`config.mk`:
```
export PLATFORM = sky130hd
export DESIGN_NAME = fetch_queue
export DESIGN_NICKNAME = d
export VERILOG_FILES = /design/src/rtl/fetch_pkg.sv /design/src/rtl/sync_fifo.sv /design/src/rtl/fetch_queue.sv
export SDC_FILE = /design/constraint.sdc
export NUM_CORES = 1
export LEC_CHECK = 0
export ABC_AREA = 1
export BUFFER_PORTS_ARGS = -buffer_cell sky130_fd_sc_hd__clkbuf_2
export CAP_MARGIN = 40
export CORE_AREA = 4 4 155 157
export CTS_CLUSTER_SIZE = 20
export DETAILED_ROUTE_END_ITERATION = 7
export DIE_AREA = 0 0 159 161
export PLACE_DENSITY = 0.85
export SKIP_CTS_REPAIR_TIMING = 1
export SLEW_MARGIN = 40
export SYNTH_ARGS = -nofsm -noshare
export SYNTH_HDL_FRONTEND = slang
export SYNTH_SLANG_ARGS = --single-unit
```
`constraint.sdc`:
```
create_clock -name clk -period 6 [get_ports clk]
set_input_delay 0.9 -clock clk [delete_from_list [all_inputs] [get_ports clk]]
set_output_delay 0.9 -clock clk [all_outputs]
set_load 0.02 [all_outputs]
```
`src/rtl/fetch_pkg.sv`:
```
// Shared types and constants for the instruction fetch queue.
package fetch_pkg;

  localparam int unsigned PC_W = 32;

  typedef enum logic [0:0] {
    IDLE = 1'b0,
    RUN  = 1'b1
  } fetch_state_t;

endpackage

```
`src/rtl/sync_fifo.sv`:
```
// Synchronous FIFO with zero-latency head read and synchronous clear.
module sync_fifo #(
  parameter int unsigned WIDTH = 8,
  parameter int unsigned DEPTH = 4
) (
  input  logic                   clk,
  input  logic                   rst,
  input  logic                   clear,
  input  logic                   push,
  input  logic [WIDTH-1:0]       wdata,
  input  logic                   pop,
  output logic [WIDTH-1:0]       rdata,
  output logic [$clog2(DEPTH):0] count,
  output logic                   empty,
  output logic                   full
);

  localparam int unsigned PTR_W = $clog2(DEPTH);
  localparam int unsigned CNT_W = PTR_W + 1;

  logic [WIDTH-1:0] mem_q [DEPTH];
  logic [PTR_W-1:0] wr_ptr_q;
  logic [PTR_W-1:0] rd_ptr_q;
  logic [CNT_W-1:0] count_q;
  logic             do_push;
  logic             do_pop;

  assign empty   = (count_q == '0);
  assign full    = (count_q == CNT_W'(DEPTH));
  assign do_pop  = pop & ~empty;
  // A push into a full queue is only accepted when the head leaves in the same cycle.
  assign do_push = push & (~full | do_pop);
  assign rdata   = mem_q[rd_ptr_q];
  assign count   = count_q;

  // Pointers and occupancy; clear discards everything and wins over push/pop.
  always_ff @(posedge clk) begin
    if (rst || clear) begin
      wr_ptr_q <= '0;
      rd_ptr_q <= '0;
      count_q  <= '0;
    end else begin
      if (do_push) wr_ptr_q <= wr_ptr_q + PTR_W'(1);
      if (do_pop)  rd_ptr_q <= rd_ptr_q + PTR_W'(1);
      if (do_push && !do_pop) begin
        count_q <= count_q + CNT_W'(1);
      end else if (do_pop && !do_push) begin
        count_q <= count_q - CNT_W'(1);
      end
    end
  end

  // Entry storage; left unreset since only occupied slots are ever presented.
  always_ff @(posedge clk) begin
    if (do_push && !clear && !rst) mem_q[wr_ptr_q] <= wdata;
  end

endmodule

```
`src/rtl/fetch_queue.sv`:
```
// Instruction fetch unit: sequential RAM reads into a PC-tagged queue with flush/redirect.
module fetch_queue
  import fetch_pkg::*;
#(
  parameter int unsigned ADDR_W   = 11,
  parameter int unsigned DATA_W   = 32,
  parameter int unsigned DEPTH    = 4,
  parameter int unsigned RAM_LAT  = 1,
  parameter logic [31:0] RESET_PC = 32'd0
) (
  input  logic                   clk,
  input  logic                   rst,
  input  logic                   fetch_en,
  input  logic                   flush,
  input  logic [31:0]            flush_pc,
  output logic                   ram_rd_en,
  output logic [ADDR_W-1:0]      ram_addr,
  input  logic [DATA_W-1:0]      ram_rdata,
  output logic                   out_valid,
  input  logic                   out_ready,
  output logic [DATA_W-1:0]      out_instr,
  output logic [31:0]            out_pc,
  output logic [$clog2(DEPTH):0] count,
  output logic                   busy
);

  localparam int unsigned CNT_W = $clog2(DEPTH) + 1;

  typedef struct packed {
    logic [PC_W-1:0]   pc;
    logic [DATA_W-1:0] instr;
  } fetch_entry_t;

  localparam int unsigned ENTRY_W = $bits(fetch_entry_t);

  fetch_state_t     state_q;
  logic [PC_W-1:0]  fetch_pc_q;
  logic [RAM_LAT-1:0] stg_valid_q;
  logic [PC_W-1:0]  stg_pc_q [RAM_LAT];
  logic [CNT_W-1:0] inflight;
  logic [CNT_W:0]   credit_used;
  logic             issue;
  logic             push;
  logic             pop;
  logic             q_empty;
  logic             q_full;
  fetch_entry_t     wr_entry;
  fetch_entry_t     rd_entry;

  // Number of reads currently travelling through the RAM pipeline.
  always_comb begin
    inflight = '0;
    for (int i = 0; i < RAM_LAT; i++) begin
      inflight = inflight + CNT_W'(stg_valid_q[i]);
    end
  end

  // Every in-flight read already owns a queue slot, so a landing word always fits.
  assign credit_used = {1'b0, count} + {1'b0, inflight};
  assign issue       = (state_q == RUN) & ~flush & ~q_full &
                       (credit_used < (CNT_W + 1)'(DEPTH));
  assign ram_rd_en   = issue;
  assign ram_addr    = fetch_pc_q[ADDR_W-1:0];

  assign push      = stg_valid_q[RAM_LAT-1] & ~flush;
  assign out_valid = ~q_empty & ~flush;
  assign pop       = out_valid & out_ready;
  assign wr_entry  = '{pc: stg_pc_q[RAM_LAT-1], instr: ram_rdata};
  assign out_instr = rd_entry.instr;
  assign out_pc    = rd_entry.pc;
  assign busy      = (count != '0) | (inflight != '0);

  // Control FSM and fetch PC; flush redirects regardless of state.
  always_ff @(posedge clk) begin
    if (rst) begin
      state_q    <= IDLE;
      fetch_pc_q <= RESET_PC;
    end else begin
      if (flush) begin
        fetch_pc_q <= flush_pc;
      end else if (issue) begin
        fetch_pc_q <= fetch_pc_q + PC_W'(1);
      end
      unique case (state_q)
        IDLE:    if (fetch_en) state_q <= RUN;
        RUN:     if (!fetch_en) state_q <= IDLE;
        default: state_q <= IDLE;
      endcase
    end
  end

  // In-flight valid bits; a flush drops reads still in the RAM, including one landing now.
  always_ff @(posedge clk) begin
    if (rst || flush) begin
      stg_valid_q <= '0;
    end else begin
      stg_valid_q[0] <= issue;
      for (int i = 1; i < RAM_LAT; i++) begin
        stg_valid_q[i] <= stg_valid_q[i-1];
      end
    end
  end

  // PC tags travelling alongside the valid bits.
  always_ff @(posedge clk) begin
    stg_pc_q[0] <= fetch_pc_q;
    for (int i = 1; i < RAM_LAT; i++) begin
      stg_pc_q[i] <= stg_pc_q[i-1];
    end
  end

  sync_fifo #(
    .WIDTH(ENTRY_W),
    .DEPTH(DEPTH)
  ) u_fifo (
    .clk  (clk),
    .rst  (rst),
    .clear(flush),
    .push (push),
    .wdata(wr_entry),
    .pop  (pop),
    .rdata(rd_entry),
    .count(count),
    .empty(q_empty),
    .full (q_full)
  );

endmodule
```
==> results of run 1 <==
power by group:
part / internal, W / switching (W) / leakage [nW]
Clock: 0.00112 / 0.000813 / 0.498
Combinational: 0.0000464 / 0.0000875 / 2.06
Sequential: 0.00250 / 0.0000404 / 2.94
Total: 0.00366 / 0.000941 / 5.50
registers in the layout, summed over array words and instances (netlist names), named ones only:
name / count
u_fifo.rd_ptr_q: 2
u_fifo.wr_ptr_q: 2
stg_pc_q: 32
stg_valid_q: 1
state_q: 1
fetch_pc_q: 32
u_fifo.mem_q: 256
u_fifo.count: 3
cell families after synthesis:
family / after synthesis
buffers and inverters: 141
flip-flops: 331
AO/OA/AOI/OAI: 258
adder cells (fa/ha/maj): 7
XOR/XNOR: 8
AND/OR/NAND/NOR: 388
metal layers:
| metal | wire length, um | vias to the layer above | GRT usage |
|---|---|---|---|
| met4 | 898 | 0 | 0.0738 |
| met1 | 12100 | 4284 | 0.315 |
| li1 | - | 4229 | - |
| met3 | 2360 | 62 | 0.0385 |
| met2 | 14400 | 461 | 0.372 |
| met5 | 0 | - | 0 |
how the worst min path moves through the flow:
stage	cells past startpoint	slack [ns]	to	start
2_1_floorplan	0	0.35	stg_pc_q[0][26]	fetch_pc_q[26]
3_3_place_gp	0	0.38	stg_pc_q[0][26]	fetch_pc_q[26]
3_5_place_dp	0	0.38	stg_pc_q[0][26]	fetch_pc_q[26]
4_1_cts	0	0.39	stg_pc_q[0][26]	fetch_pc_q[26]
5_1_grt	0	0.39	stg_pc_q[0][26]	fetch_pc_q[26]
6_report	0	0.39	stg_pc_q[0][26]	fetch_pc_q[26]
placed cells by master (no fill, tap or decap), types with 5 or more instances in the layout:
cell       Yosys  layout
edfxtp_1     256     256
nor2_1       178     174
o21ai_0      157     157
clkbuf_2       0     149
nand2_1      142     142
inv_1         74      73
dfxtp_1       75      73
o22ai_1       64      64
nand3_1       43      43
clkbuf_16      0      31
a21oi_1       20      20
nor2_4         6      10
clkbuf_1      38       8
a31oi_1        7       7
buf_4         13       7
xor2_1         6       6
ha_1           6       6
clkinv_2       0       6
nand4_1        5       5
final cells by class:
cell class,count,area (um2),area share
Clock buffer,42,847,0.0568
Clock inverter,16,161,0.0108
Inverter,77,297,0.0199
Multi-Input combinational cell,661,3220,0.216
Sequential cell,331,9190,0.616
Tap cell,285,357,0.0239
Timing Repair Buffer,160,850,0.0569
stage by stage:
stage          setup slack, ns  cell area, um2  hold WS (ns)
2_1_floorplan             1.22           13000         0.351
3_3_place_gp              2.21           13900         0.382
3_5_place_dp              2.21           13900         0.377
4_1_cts                   2.52           14900         0.390
5_1_grt                   2.43           14900         0.389
6_report                  2.53           14900         0.395
==> run metrics, run 1 <==
status=complete, no violations; Cells after Synth=1133; 1st-iter DRT viols=1062; clk_lat worst skew=0.56 ns; Reg clk slew, reported paths=0.06 ns; LEAKAGE=5.50 nW; post-synthesis sequential area ratio=0.708; kind of end point of the critical path=output pin; non-filler cells, final=1572; largest family of logic cells by synthesized area=simple AND/OR/NAND/NOR gates; ys async rst share=0; RSZ-0062 raised after global routing=false; launching point of the worst reg2reg path=u_fifo.count[1]; Layout Skew=0.0149 ns; diode count=0; largest net degree at the start of global routing=129; fin nets=1338; maximum VDD drop=200 uV; crit path cell chain=buf_4, inv_4, o21ai_0, o22ai_1, clkbuf_2; Compound-Gate Fraction of Synth Area=0.108; Max Root-Sink Buffers=3; syn avg cell area=11.5 um2; power consumption=0.00460 W; final WL=29700 um; slew margin rel.=0.481; Worst path slowest cell=inv_4; row count=55; initial antenna violation count=0; reg2reg setup slack=3.15 ns; post-synth top area share=0.593; Slew @ Worst Pin=0.776 ns; CP Buf/Inv Count=3; H-tree Lvls=1; die area=25600 um2; die width=159 um; PortBufs=149; layout cells sized above 1=0.182; Layout area overhead=15.0%; Post-Synth Simple-Gate Area=0.125; top cells by count, synth=256 x edfxtp_1, 178 x nor2_1, 157 x o21ai_0; P per Cell Area=308 nW/um2; core box area=22500 um2; Worst setup SP type=flop; reg2reg path depth=9; first-pass GRT wire length=47000 um; FF-to-FF End=u_fifo.mem_q[2][3]; required time worst endpoint=5.10 ns; Final Hold Vio Count=0; Vias/cell=5.75; Fill cells=1597; setup TNS=0 ns; Mapped Nets=1209; CTS Root Buffer Type=clkbuf_16; HP Class=reg2reg; count leader, synth=edfxtp_1; Post-DP HPWL=17900 um; TritonRoute pass-1 iters=7; placed cell count=1514; Netlist cell types=34; Post-Synth XOR/XNOR Area=0.00540; adder-cell share of the synthesized area=0.00733; critical path peak fanout=65; Post-route DRC=0; clk sinks=331; final worst path period need=3.47 ns; Synth Warn #=0; crit path DAT=2.57 ns; ys flop type=edfxtp_1; Crit Path Category=reg2out; Mapped Area=13000 um2; max-slew violations=0; number of synthesized flops with an enable pin=256; via count=9036; Starting Density=0.577; Ports=150; CTS tree=yes; leading area contributor after synthesis=edfxtp_1; Util after Layout=0.663; Crit path max-delay family=buffers and inverters; gpl congestion=0.892; Worst path max stage delay=0.55 ns; max cap viols=0; Setup Viol. Count Final=0; die height=161 um; CP Depth=5; vias in the first global route=8727; fmax=289 MHz; DR WL/cell=18.9 um; mux cell area share after synthesis=0; Tcrit/Tclk final=0.578; Worst Setup EP=out_pc[28]; Antenna Nets Post-Route=0; Overflow after GRT=0; FF+latch count, synth=331; dominant cells by area after synthesis=edfxtp_1 59%, dfxtp_1 12%, o21ai_0 6.1%; number of CTS-inserted buffers=31; All-Layer GR Usage=0.227
(Power assumes the default switching activity.)
==> run 2: changes to the inputs <==
- ABC_AREA: 1 -> 0
- CORE_AREA: 4 4 155 157 -> 4 4 152 154
- DIE_AREA: 0 0 159 161 -> 0 0 156 158
- clock period: 6 -> 3.41 ns (I/O delays scaled with it)
==> run 2 against run 1 <==
Against the previous run:
- sequential power rose by 76%
- highest routed layer unchanged
- worst setup slack worse by 2.0 ns
- largest power group unchanged
- synthesized cell count down 41%
- register-to-register slack lost 2.3 ns
==> run metrics, run 2 <==
count leader, synth=edfxtp_1; Tcrit/Tclk final=0.838; Fin Hold WS=0.182 ns; max cap viols=0; top cells by count, synth=256 x edfxtp_1, 75 x dfxtp_1, 64 x mux4_2; H-tree Lvls=1; Starting Density=0.571; 1st-iter DRT viols=455; final WL=25400 um; die area=24600 um2; placed cell count=1070; clk_lat worst skew=0.54 ns; CTS tree=yes; setup TNS=0 ns; via count=6542; Layout area overhead=17.3%; Vias/cell=5.80; max reg flops=256; commonest non-fill, non-tap cell in the layout=edfxtp_1; post-synth top area share=0.621; HP Class=in2reg; ys async rst share=0; RSZ-0062 raised after global routing=false; die height=158 um; Final Hold Vio Count=0; Worst Hold End=state_q; initial antenna violation count=0; CTS Root Buffer Type=clkbuf_16; core box area=21700 um2; Largest regs=u_fifo.mem_q (256), fetch_pc_q (32), stg_pc_q (32); Reg clk slew, reported paths=0.06 ns; Synth Warn #=0; TritonRoute pass-1 iters=4; power consumption=0.00805 W; most frequent cells in the layout=256 x edfxtp_1, 149 x clkbuf_2, 73 x dfxtp_1, 64 x mux4_2, 34 x clkbuf_16; vias in the first global route=6697; non-filler cells, final=1127; first-pass GRT wire length=38800 um; FF+latch count, synth=331; clk sinks=331; gpl congestion=0.892; fin nets=899; layout cells sized above 1=0.349; diode count=0; launching point of the worst reg2reg path=fetch_pc_q[0]; FF-to-FF End=fetch_pc_q[20]; required time worst endpoint=2.90 ns; Post-route DRC=0; fmax=350 MHz; WHS Path Cells=2; leading area contributor after synthesis=edfxtp_1; LEAKAGE=5.03 nW; Mapped Nets=745; ys flop type=edfxtp_1; Worst setup SP type=flop; row count=54; Cells after Synth=669; crit path DAT=2.35 ns; Netlist cell types=49; P per Cell Area=554 nW/um2; Max Root-Sink Buffers=3; All-Layer GR Usage=0.206; PortBufs=149; Post-DP HPWL=16500 um; reg2reg path depth=6; Antenna Nets Post-Route=0; post-synthesis sequential area ratio=0.742; Util after Layout=0.670; reg2reg setup slack=0.88 ns; slew margin rel.=0.435; Overflow after GRT=0; dominant cells by area after synthesis=edfxtp_1 62%, dfxtp_1 12%, mux4_2 12%; max-slew violations=0; Mapped Area=12400 um2; die width=156 um; Crit Path Category=reg2out; final worst path period need=2.86 ns; Setup Viol. Count Final=0; DR WL/cell=22.6 um; maximum VDD drop=372 uV; kind of end point of the critical path=output pin; critical path peak fanout=30; Slew @ Worst Pin=0.840 ns; status=complete, no violations; Most flops, register=u_fifo.mem_q; Layout Skew=0.00736 ns; Ports=150; number of CTS-inserted buffers=31; number of synthesized flops with an enable pin=256; Hold Path Origin=fetch_en; largest net degree at the start of global routing=46; syn avg cell area=18.5 um2
==> run 2: cell count changes after synthesis, sizes merged, moves of 8 or more <==
cell    previous run  this run
nor2             186        21
o21ai            159         6
nand2            147        17
mux4               0        64
inv               76        14
o22ai             64         9
nand3             44        21
clkbuf            38        19
xor2               6        19
xnor2              2        13
a21oi             21        11
and3               0        10
nor2b              0         9
and2               0         8
==> run 2: layout make-up <==
cell class	count	area, um2
timing repair buffer	162	971
tap	280	350
multi-input combinational	282	2930
fill	1394	7160
clock inverter	15	109
inverter	15	56.3
clock buffer	42	911
sequential	331	9200
==> run 2: how the worst max path moves through the flow <==
stage | startpoint | endpoint | cells after the start
4_1_cts | flop | out_pc[3] | 3
2_1_floorplan | flush | u_fifo.mem_q[0][0] | 6
3_3_place_gp | out_ready | u_fifo.mem_q[3][12] | 5
6_report | flop | out_pc[6] | 3
5_1_grt | flop | out_pc[6] | 3
3_5_place_dp | out_ready | u_fifo.mem_q[0][29] | 6
==> run 2: cell families (layout without fill, tap and decap cells) <==
logic type      Yosys count  after routing  share of synthesized area
flops                   331            331                      0.742
simple gates            125            125                     0.0588
mux                      70             70                      0.121
buf+inv                  56            234                     0.0221
compound gates           48             48                     0.0257
xor+xnor                 32             32                     0.0226
fa+ha+maj                 7              7                    0.00768
==> run 2: metrics by stage <==
| stage | area (um2) | worst slack, ns |
|---|---|---|
| 2_1_floorplan | 12400 | 0.0987 |
| 3_3_place_gp | 13300 | 0.880 |
| 3_5_place_dp | 13500 | 0.842 |
| 4_1_cts | 14500 | 0.461 |
| 5_1_grt | 14500 | 0.377 |
| 6_report | 14500 | 0.552 |
==> run 2: report_power, final <==
| part | internal [W] | leakage [nW] | switching (W) |
|---|---|---|---|
| clock network | 0.00195 | 0.508 | 0.00142 |
| registers | 0.00440 | 2.95 | 0.0000746 |
| logic | 0.0000913 | 1.58 | 0.000125 |
==> run 2: worst max-delay path: stages (launching register included) <==
cell and delay, ns:
dfxtp_4 0.69, buf_12 0.31, mux4_2 0.59, clkbuf_2 0.18
==> run 2: layer usage <==
layer,wire (um),GRT usage,part of all wire
met5,0,0,0
met4,309,0.0409,0.012
met3,1990,0.0369,0.078
met2,12800,0.344,0.50
met1,10400,0.291,0.41
